**src/rtl/rgb_to_gray_stream_if.sv**
```systemverilog
// Stream bundle for rgb_to_gray_stream: RGB beats in, gray beats out, frame statistics.
// Carries the thresh field only when GRAY_BINARIZE_EN is defined.
interface rgb_to_gray_stream_if #(
  parameter int PIX_W = 8,
  parameter int LANES = 4
);
  logic [1:0]             mode;
  logic                   s_valid;
  logic                   s_ready;
  logic [LANES*PIX_W-1:0] s_r;
  logic [LANES*PIX_W-1:0] s_g;
  logic [LANES*PIX_W-1:0] s_b;
  logic                   s_last;
  logic                   m_valid;
  logic                   m_ready;
  logic [LANES*PIX_W-1:0] m_gray;
  logic                   m_last;
  logic [15:0]            beat_cnt;
  logic                   frame_done;
`ifdef GRAY_BINARIZE_EN
  logic [PIX_W-1:0]       thresh;
`endif

  modport master (
`ifdef GRAY_BINARIZE_EN
    output thresh,
`endif
    output mode, s_valid, s_r, s_g, s_b, s_last, m_ready,
    input  s_ready, m_valid, m_gray, m_last, beat_cnt, frame_done
  );

  modport slave (
`ifdef GRAY_BINARIZE_EN
    input  thresh,
`endif
    input  mode, s_valid, s_r, s_g, s_b, s_last, m_ready,
    output s_ready, m_valid, m_gray, m_last, beat_cnt, frame_done
  );
endinterface

```
**src/rtl/rgb_to_gray_stream.sv**
```systemverilog
// Multi-lane RGB-to-gray converter, 3-stage pipeline with a global stall (valid/ready).
// Optional GRAY_BINARIZE_EN turns the S3 output into a thresholded 0 / full-scale value.
module rgb_to_gray_stream #(
  parameter int PIX_W = 8,
  parameter int LANES = 4
) (
  input logic              clk,
  input logic              rst_n,
  rgb_to_gray_stream_if.slave bus
);
  localparam int PROD_W = PIX_W + 9;
  localparam int SUM_W  = PIX_W + 11;
  localparam logic [PIX_W-1:0] GRAY_MAX = '1;

  logic       en;
  logic [8:0] w_r, w_g, w_b;
  logic       valid1_reg, valid2_reg, valid3_reg;
  logic       last1_reg, last2_reg, last3_reg;
  logic [8:0] wr1_reg, wg1_reg, wb1_reg;
  logic [15:0] cnt_reg;
  logic        frame_done_reg;
  logic        out_hs;
  logic [LANES*PIX_W-1:0] gray_flat;
`ifdef GRAY_BINARIZE_EN
  logic [PIX_W-1:0] thresh1_reg, thresh2_reg;
`endif

  // One enable for every stage: nothing moves while the output beat is stalled.
  assign en          = !valid3_reg || bus.m_ready;
  assign bus.s_ready = en;
  assign out_hs      = valid3_reg && bus.m_ready;

  always_comb begin
    w_r = 9'd77;
    w_g = 9'd150;
    w_b = 9'd29;
    case (bus.mode)
      2'd1:    begin w_r = 9'd85; w_g = 9'd86;  w_b = 9'd85; end
      2'd2:    begin w_r = 9'd0;  w_g = 9'd256; w_b = 9'd0;  end
      2'd3:    begin w_r = 9'd54; w_g = 9'd183; w_b = 9'd19; end
      default: ;
    endcase
  end

  always_ff @(posedge clk or negedge rst_n) begin
    if (!rst_n) begin
      valid1_reg <= 1'b0;
      valid2_reg <= 1'b0;
      valid3_reg <= 1'b0;
      last1_reg  <= 1'b0;
      last2_reg  <= 1'b0;
      last3_reg  <= 1'b0;
      wr1_reg    <= '0;
      wg1_reg    <= '0;
      wb1_reg    <= '0;
`ifdef GRAY_BINARIZE_EN
      thresh1_reg <= '0;
      thresh2_reg <= '0;
`endif
    end else if (en) begin
      valid1_reg <= bus.s_valid;
      last1_reg  <= bus.s_last;
      wr1_reg    <= w_r;
      wg1_reg    <= w_g;
      wb1_reg    <= w_b;
      valid2_reg <= valid1_reg;
      last2_reg  <= last1_reg;
      valid3_reg <= valid2_reg;
      last3_reg  <= last2_reg;
`ifdef GRAY_BINARIZE_EN
      thresh1_reg <= bus.thresh;
      thresh2_reg <= thresh1_reg;
`endif
    end
  end

  genvar gi;
  generate
    for (gi = 0; gi < LANES; gi++) begin : g_lane
      logic [PIX_W-1:0]  r1_reg, g1_reg, b1_reg;
      logic [PROD_W-1:0] pr2_reg, pg2_reg, pb2_reg;
      logic [SUM_W-1:0]  sum, rounded;
      logic [PIX_W-1:0]  gray_sat, gray_next, gray3_reg;

      always_comb begin
        sum      = SUM_W'(pr2_reg) + SUM_W'(pg2_reg) + SUM_W'(pb2_reg);
        rounded  = (sum + SUM_W'(128)) >> 8;
        gray_sat = (rounded > SUM_W'(GRAY_MAX)) ? GRAY_MAX : rounded[PIX_W-1:0];
`ifdef GRAY_BINARIZE_EN
        gray_next = (gray_sat >= thresh2_reg) ? GRAY_MAX : '0;
`else
        gray_next = gray_sat;
`endif
      end

      always_ff @(posedge clk or negedge rst_n) begin
        if (!rst_n) begin
          r1_reg    <= '0;
          g1_reg    <= '0;
          b1_reg    <= '0;
          pr2_reg   <= '0;
          pg2_reg   <= '0;
          pb2_reg   <= '0;
          gray3_reg <= '0;
        end else if (en) begin
          r1_reg    <= bus.s_r[gi*PIX_W +: PIX_W];
          g1_reg    <= bus.s_g[gi*PIX_W +: PIX_W];
          b1_reg    <= bus.s_b[gi*PIX_W +: PIX_W];
          pr2_reg   <= PROD_W'(wr1_reg) * PROD_W'(r1_reg);
          pg2_reg   <= PROD_W'(wg1_reg) * PROD_W'(g1_reg);
          pb2_reg   <= PROD_W'(wb1_reg) * PROD_W'(b1_reg);
          gray3_reg <= gray_next;
        end
      end

      assign gray_flat[gi*PIX_W +: PIX_W] = gray3_reg;
    end
  endgenerate

  // The visible count includes a beat being handed over this cycle, so the
  // last beat of an N-beat frame shows N before the counter clears.
  always_ff @(posedge clk or negedge rst_n) begin
    if (!rst_n) begin
      cnt_reg        <= '0;
      frame_done_reg <= 1'b0;
    end else begin
      frame_done_reg <= out_hs && last3_reg;
      if (out_hs) begin
        cnt_reg <= last3_reg ? 16'd0 : cnt_reg + 16'd1;
      end
    end
  end

  assign bus.m_valid    = valid3_reg;
  assign bus.m_last     = last3_reg;
  assign bus.m_gray     = gray_flat;
  assign bus.beat_cnt   = cnt_reg + {15'd0, out_hs};
  assign bus.frame_done = frame_done_reg;
endmodule

```
**src/flat_wrapper.sv**
```systemverilog
// flat-port wrapper written by rule: the top's interface ports become plain ports
module rgb_to_gray_stream_flat 
#(
  parameter int PIX_W = 8,
  parameter int LANES = 4
)
  (clk, rst_n, bus_mode, bus_s_valid, bus_s_r, bus_s_g, bus_s_b, bus_s_last, bus_m_ready, bus_s_ready, bus_m_valid, bus_m_gray, bus_m_last, bus_beat_cnt, bus_frame_done);
  rgb_to_gray_stream_if #(.PIX_W(PIX_W), .LANES(LANES)) bus_i ();
  input logic clk;
  input logic rst_n;
  input wire logic [$bits(bus_i.mode)-1:0] bus_mode;
  input wire logic [$bits(bus_i.s_valid)-1:0] bus_s_valid;
  input wire logic [$bits(bus_i.s_r)-1:0] bus_s_r;
  input wire logic [$bits(bus_i.s_g)-1:0] bus_s_g;
  input wire logic [$bits(bus_i.s_b)-1:0] bus_s_b;
  input wire logic [$bits(bus_i.s_last)-1:0] bus_s_last;
  input wire logic [$bits(bus_i.m_ready)-1:0] bus_m_ready;
  output wire logic [$bits(bus_i.s_ready)-1:0] bus_s_ready;
  output wire logic [$bits(bus_i.m_valid)-1:0] bus_m_valid;
  output wire logic [$bits(bus_i.m_gray)-1:0] bus_m_gray;
  output wire logic [$bits(bus_i.m_last)-1:0] bus_m_last;
  output wire logic [$bits(bus_i.beat_cnt)-1:0] bus_beat_cnt;
  output wire logic [$bits(bus_i.frame_done)-1:0] bus_frame_done;
  assign bus_i.mode = bus_mode;
  assign bus_i.s_valid = bus_s_valid;
  assign bus_i.s_r = bus_s_r;
  assign bus_i.s_g = bus_s_g;
  assign bus_i.s_b = bus_s_b;
  assign bus_i.s_last = bus_s_last;
  assign bus_i.m_ready = bus_m_ready;
  assign bus_s_ready = bus_i.s_ready;
  assign bus_m_valid = bus_i.m_valid;
  assign bus_m_gray = bus_i.m_gray;
  assign bus_m_last = bus_i.m_last;
  assign bus_beat_cnt = bus_i.beat_cnt;
  assign bus_frame_done = bus_i.frame_done;
  rgb_to_gray_stream #(.PIX_W(PIX_W), .LANES(LANES)) u_core (.clk(clk), .rst_n(rst_n), .bus(bus_i));
endmodule
```
**config.mk**
```make
export PLATFORM = sky130hd
export DESIGN_NAME = rgb_to_gray_stream_flat
export DESIGN_NICKNAME = d
export VERILOG_FILES = /design/src/rtl/rgb_to_gray_stream_if.sv /design/src/rtl/rgb_to_gray_stream.sv /design/src/flat_wrapper.sv
export SDC_FILE = /design/constraint.sdc
export NUM_CORES = 2
export LEC_CHECK = 0
export CELL_PAD_IN_SITES_DETAIL_PLACEMENT = 1
export CELL_PAD_IN_SITES_GLOBAL_PLACEMENT = 1
export CORE_UTILIZATION = 40
export CTS_CLUSTER_DIAMETER = 50
export DETAILED_ROUTE_END_ITERATION = 8
export PLACE_DENSITY = 0.73
export RECOVER_POWER = 50
export SLEW_MARGIN = 20
export SYNTH_ARGS = -nofsm -noshare
export SYNTH_HDL_FRONTEND = slang
export SYNTH_SLANG_ARGS = --single-unit
export TNS_END_PERCENT = 50
```
**constraint.sdc**
```tcl
create_clock -name clk -period 10.3 [get_ports clk]
set_input_delay 2.06 -clock clk [delete_from_list [all_inputs] [get_ports clk]]
set_output_delay 2.06 -clock clk [all_outputs]
set_load 0.02 [all_outputs]
```
==> After elaboration in Yosys (flattened, before gate mapping) <==
Index checks and enable logic that the tools add are counted.
{ "word_totals": {"latch_bits": 0, "input_bits": 103, "mem_bits_rw": 0, "rom_bits": 0, "reg_bits": 382, "wordCells": 84, "n_memories": 0, "out_inout_bits": 52} }
{ "op_classes": {"multipliers": 12, "reduce_logical": 4, "shift": 0, "n_bitwise": 0, "n_eq_ne": 3, "order_cmp": 4, "n_mux": 8, "n_div": 0, "addsub": 14} }
{ "ops": {"columns": ["op", "count"], "rows": [
  ["9-bit by 8-bit multiplier with 17-bit output", 12],
  ["19-bit by 17-bit adder with 19-bit output", 4],
  ["19-bit by 8-bit adder with 19-bit output, second input constant", 4],
  ["17-bit by 17-bit adder with 18-bit output", 4],
  ["11-bit by 8-bit greater-than comparator with 1-bit output, second input constant", 4],
  ["7-bit case mux with 3 select lines", 2],
  ["8-bit two-way mux", 4],
  ["9-bit case mux with 3 select lines", 1],
  ["16-bit by 1-bit adder with 16-bit output", 1],
  ["16-bit by 1-bit adder with 16-bit output, second input constant", 1],
  ["16-bit two-way mux", 1],
  ["2-bit equality test, second input constant", 2],
  ["2-bit by 1-bit equality test with 1-bit output, second input constant", 1],
  ["1-bit logical AND", 2],
  ["1-bit zero test", 1],
  ["1-bit logical OR", 1]
]} }

==> Depth between registers and ports, before layout <==
{ "depth": {"depth_word": 5, "ltp_mapped": 21, "mapped_depth_nobuf": 20} }

==> Least setup slack after synthesis <==
No wires, ideal clock.
{ "synth_path": {"kind": "input -> output", "from": "input bus_m_ready", "to": "output bus_beat_cnt[15]", "cell_stages": 8, "n_path_buf": 0, "t_arrival_ps": 3520, "required_time_ps": 8240, "slack_ps": 4720, "cell_sequence": "nand2_1 -> inv_1 -> ha_1 -> nand3_1 -> nor2_1 -> nand3_1 -> nor3_1 -> xor2_1"} }
{ "synth_via": {"elab_chain_cells": 2} }
{ "synth_rtl": {"columns": ["element", "line", "rtl"], "rows": [
  ["from (decl)", "flat_wrapper.sv:17", "input wire logic [$bits(bus_i.m_ready)-1:0] bus_m_ready;"],
  ["1-bit logical AND", "rgb_to_gray_stream.sv:31", "assign out_hs = valid3_reg && bus.m_ready;"],
  ["via u_core.out_hs", "rgb_to_gray_stream.sv:22", "logic out_hs;"],
  ["16-bit by 1-bit adder with 16-bit output", "rgb_to_gray_stream.sv:137", "assign bus.beat_cnt = cnt_reg + {15'd0, out_hs};"],
  ["to (decl)", "flat_wrapper.sv:22", "output wire logic [$bits(bus_i.beat_cnt)-1:0] bus_beat_cnt;"]
]} }
The timed path passes the listed nets, and every way through them passes these cells.

==> Worst setup path after layout <==
{ "layout_path": {"from": "input bus_m_ready", "to": "output bus_s_ready"} }
{ "layout_via": {"elab_chain_cells": 1} }
{ "layout_rtl": {"columns": ["element", "line", "rtl"], "rows": [
  ["1-bit logical OR", "rgb_to_gray_stream.sv:29", "assign en = !valid3_reg || bus.m_ready;"],
  ["to (decl)", "flat_wrapper.sv:18", "output wire logic [$bits(bus_i.s_ready)-1:0] bus_s_ready;"]
]} }
No other way between the ends.

==> results.py <==
metrics = {
    "run_status": {
        "status": "finished, violations left",
        "violations": "capacitance limit, slew limit",
    },
    "global_route": {
        "grt_antenna_before_repair": 5,
        "use_met1": 0.281,
        "grt_pass1_wl_um": 176000,
        "grt_util_all_layers": 0.208,
        "use_met3": 0.0270,
        "grt_max_degree": 193,
        "grt.busiest_layer": "met2",
        "grt_overflow_total": 0,
        "grt_use_met2": 0.352,
        "grt_pass1_vias": 34400,
    },
    "logic_synthesis": {
        "synth-edff-count": 0,
        "yosys_most_used_dff": "dfrtp_1",
        "yosys.cell_count.top_type": "ha_1",
        "synth_top_area_share": 0.220,
        "ys_ff_latch": 359,
        "synth_nets": 5720,
        "ys_warn_count": 0,
        "postSynthCellCount": 4568,
        "synth_area_leaders": "dfrtp_1 (22%), ha_1 (21%), fa_1 (17%)",
        "syn_avg_cell_area_um2": 8.95,
        "async_reset_ff_frac": 1.00,
        "ys_seq_area_frac": 0.220,
        "netlist_area_um2": 40900,
        "ys_types": 75,
        "yosys.area.top_type": "dfrtp_1",
        "synthTopCellsByCount": "ha_1 (697), nand2_1 (690), inv_1 (588), dfrtp_1 (359), fa_1 (352)",
    },
    "critical_path": {
        "rrSetupSlack_ns": 4.58,
        "required_ns": 8.24,
        "path_buf_inv": 3,
        "crit_family": "buffers and inverters",
        "end_kind": "primary output",
        "crit_start": "bus_m_ready",
        "criticalPathCategory": "in -> out",
        "path_max_fanout": 40,
        "cpPeakStageDelay_ns": 1.36,
        "worstRegToRegCells": 15,
        "slowest_stage": "clkinvlp_2",
        "worstSetupStartpointType": "input port",
        "cp_cell_sequence": "dlygate4sd3_1 > nor2b_1 > clkinvlp_2 > clkdlybuf4s50_1",
        "r2r_start": "u_core.wr1_reg[5]$_DFFE_PN0P_",
        "rr_endpoint": "u_core.g_lane[2].pg2_reg[16]$_DFFE_PN0P_",
        "cp.arrival_ns": 5.34,
    },
    "sta": {
        "fmax_mhz": 135,
        "hold_viol_final": 0,
        "timing.final.crit_period_ns": 7.40,
        "finalCritPeriodShare": 0.718,
        "relSlewSlack": -1.16,
        "finalMaxSlewViolations": 389,
        "fin_skew_ns": 0.0334,
        "hold_slack_ns": 0.466,
        "rsz0062_at_grt": "no",
        "tightest_slew_ns": 3.24,
        "setup_violations": 0,
        "tns_ns": 0,
    },
    "cts": {
        "clkSinkCount": 359,
        "clockBufferDepth": 3,
        "cts_tree": "built",
        "clockRootBuffer": "clkbuf_16",
        "htreeDepth": 3,
        "cts_hold_buf": 0,
        "cts.clk_slew.worst_paths_ns": 0.05,
        "ctsResizeCount": 0,
        "clk_latency_ns": 0.64,
        "numCtsBuffers": 73,
        "postCtsSetupRepairBufs": 0,
    },
    "floorplanning": {
        "pin_count": 155,
        "dieHeight_um": 322,
        "dieArea_um2": 104000,
        "rows": 116,
        "die_w_um": 322,
        "start_util": 0.406,
        "core_um2": 101000,
    },
    "routing": {
        "drt_iter0_drc": 1089,
        "drt-wirelength-per-cell_um": 16.9,
        "drt-vias-per-instance": 5.15,
        "vias": 31400,
        "drt-total-wl_um": 103000,
        "postRouteAntennaNets": 0,
        "route.detailed.drc": 0,
        "dr.pass1.iters": 5,
    },
    "placed_design": {
        "hpwlAfterDp_um": 80200,
        "numPortBuffers": 154,
        "placed_area_um2": 43900,
        "gp_congestion": 0.815,
    },
    "worst_hold_path": {
        "hold_start": "u_core.valid2_reg$_DFFE_PN0P_",
        "min_to": "u_core.valid2_reg$_DFFE_PN0P_",
        "hold-path-cell-count": 2,
        "holdCritPathClass": "reg -> reg",
    },
    "finish": {
        "syn_to_final_growth_pct": 13.5,
        "fin_area_um2": 46400,
        "layout.nets": 5844,
        "fill_cells": 11800,
        "diodes": 0,
        "drive_above_1_share": 0.0404,
    },
    "flow_run": {
        "max_cap_viol_count": 7,
    },
}
per-layer routing:
metal / wire [µm] / up-vias
met5: 48 / -
met4: 1950 / 8
met3: 3230 / 118
met2: 49200 / 347
met1: 48800 / 15700
li1: - / 15300
through the flow:
| stage | cells | utilization | setup WS [ns] |
|---|---|---|---|
| 6_report | 6107 | 0.461 | 2.90 |
| 5_1_grt | 6107 | 0.461 | 2.31 |
| 4_1_cts | 6107 | 0.461 | 3.46 |
| 3_5_place_dp | 5974 | 0.436 | 3.49 |
| 3_3_place_gp | 5974 | 0.436 | 3.51 |
| 2_1_floorplan | 4568 | - | 4.72 |
worst max path at each step:
stage	endpoint	slack, ns	cells past startpoint
after floorplan	bus_beat_cnt[15]	4.72	8
after global placement	bus_beat_cnt[14]	3.51	10
after detailed placement	bus_beat_cnt[15]	3.49	10
after CTS	bus_beat_cnt[15]	3.46	10
after global routing	u_core.g_lane[0].pb2_reg[10]$_DFFE_PN0P_	2.31	2
final	bus_s_ready	2.90	4
logic make-up after synthesis:
| kind of cell | share of synthesized area |
|---|---|
| XOR/XNOR | 0.0452 |
| AO/OA/AOI/OAI | 0.104 |
| flip-flops | 0.220 |
| AND/OR/NAND/NOR | 0.177 |
| buffers and inverters | 0.0660 |
| adder cells (fa/ha/maj) | 0.386 |
| multiplexers | 0.00324 |
final cells by class:
| class | count | area, µm² | area share |
|---|---|---|---|
| clock buffer | 82 | 1940 | 0.0418 |
| tap | 1357 | 1700 | 0.0366 |
| multi-input combinational | 3492 | 29200 | 0.630 |
| sequential | 359 | 8990 | 0.194 |
| inverter | 589 | 2210 | 0.0477 |
| clock inverter | 51 | 643 | 0.0139 |
| timing repair buffer | 177 | 1700 | 0.0367 |
worst reg2reg max path: stages (launching register included):
cell	delay [ns]
dfrtp_4	0.61
buf_4	0.73
and2_1	0.40
fa_1	0.43
inv_1	0.12
fa_1	0.41
fa_1	0.49
inv_1	0.05
fa_1	0.44
ha_1	0.27
o41ai_2	0.46
o21ai_1	0.17
o41a_1	0.38
a31oi_1	0.26
xnor2_1	0.15
a21oi_1	0.08
placed cells by master (no fill, tap or decap), types with 13 or more instances in the layout:
master | synthesis | layout
ha_1 | 697 | 697
nand2_1 | 690 | 690
inv_1 | 588 | 588
dfrtp_1 | 359 | 354
fa_1 | 352 | 352
and2_1 | 329 | 329
nor2_1 | 280 | 280
a21oi_1 | 245 | 245
clkdlybuf4s50_1 | 0 | 119
xnor2_1 | 108 | 108
xor2_1 | 103 | 103
o21ai_0 | 98 | 98
nor3_1 | 76 | 76
clkbuf_16 | 0 | 74
nand3_1 | 45 | 45
a21o_1 | 43 | 43
o21ai_1 | 39 | 39
dlygate4sd3_1 | 0 | 34
o21a_1 | 33 | 33
o22a_1 | 30 | 30
or3_1 | 29 | 29
nor2b_1 | 27 | 27
nand2b_1 | 25 | 25
o31ai_1 | 21 | 21
and3_1 | 21 | 21
a211oi_1 | 18 | 18
buf_4 | 0 | 17
nand4_1 | 15 | 15
o21bai_1 | 14 | 14
inv_6 | 0 | 14
o41ai_1 | 13 | 13
Power is left out: the tool's default activity adds up to more than one toggle a clock period on the data nets, which glitch-free logic cannot reach.
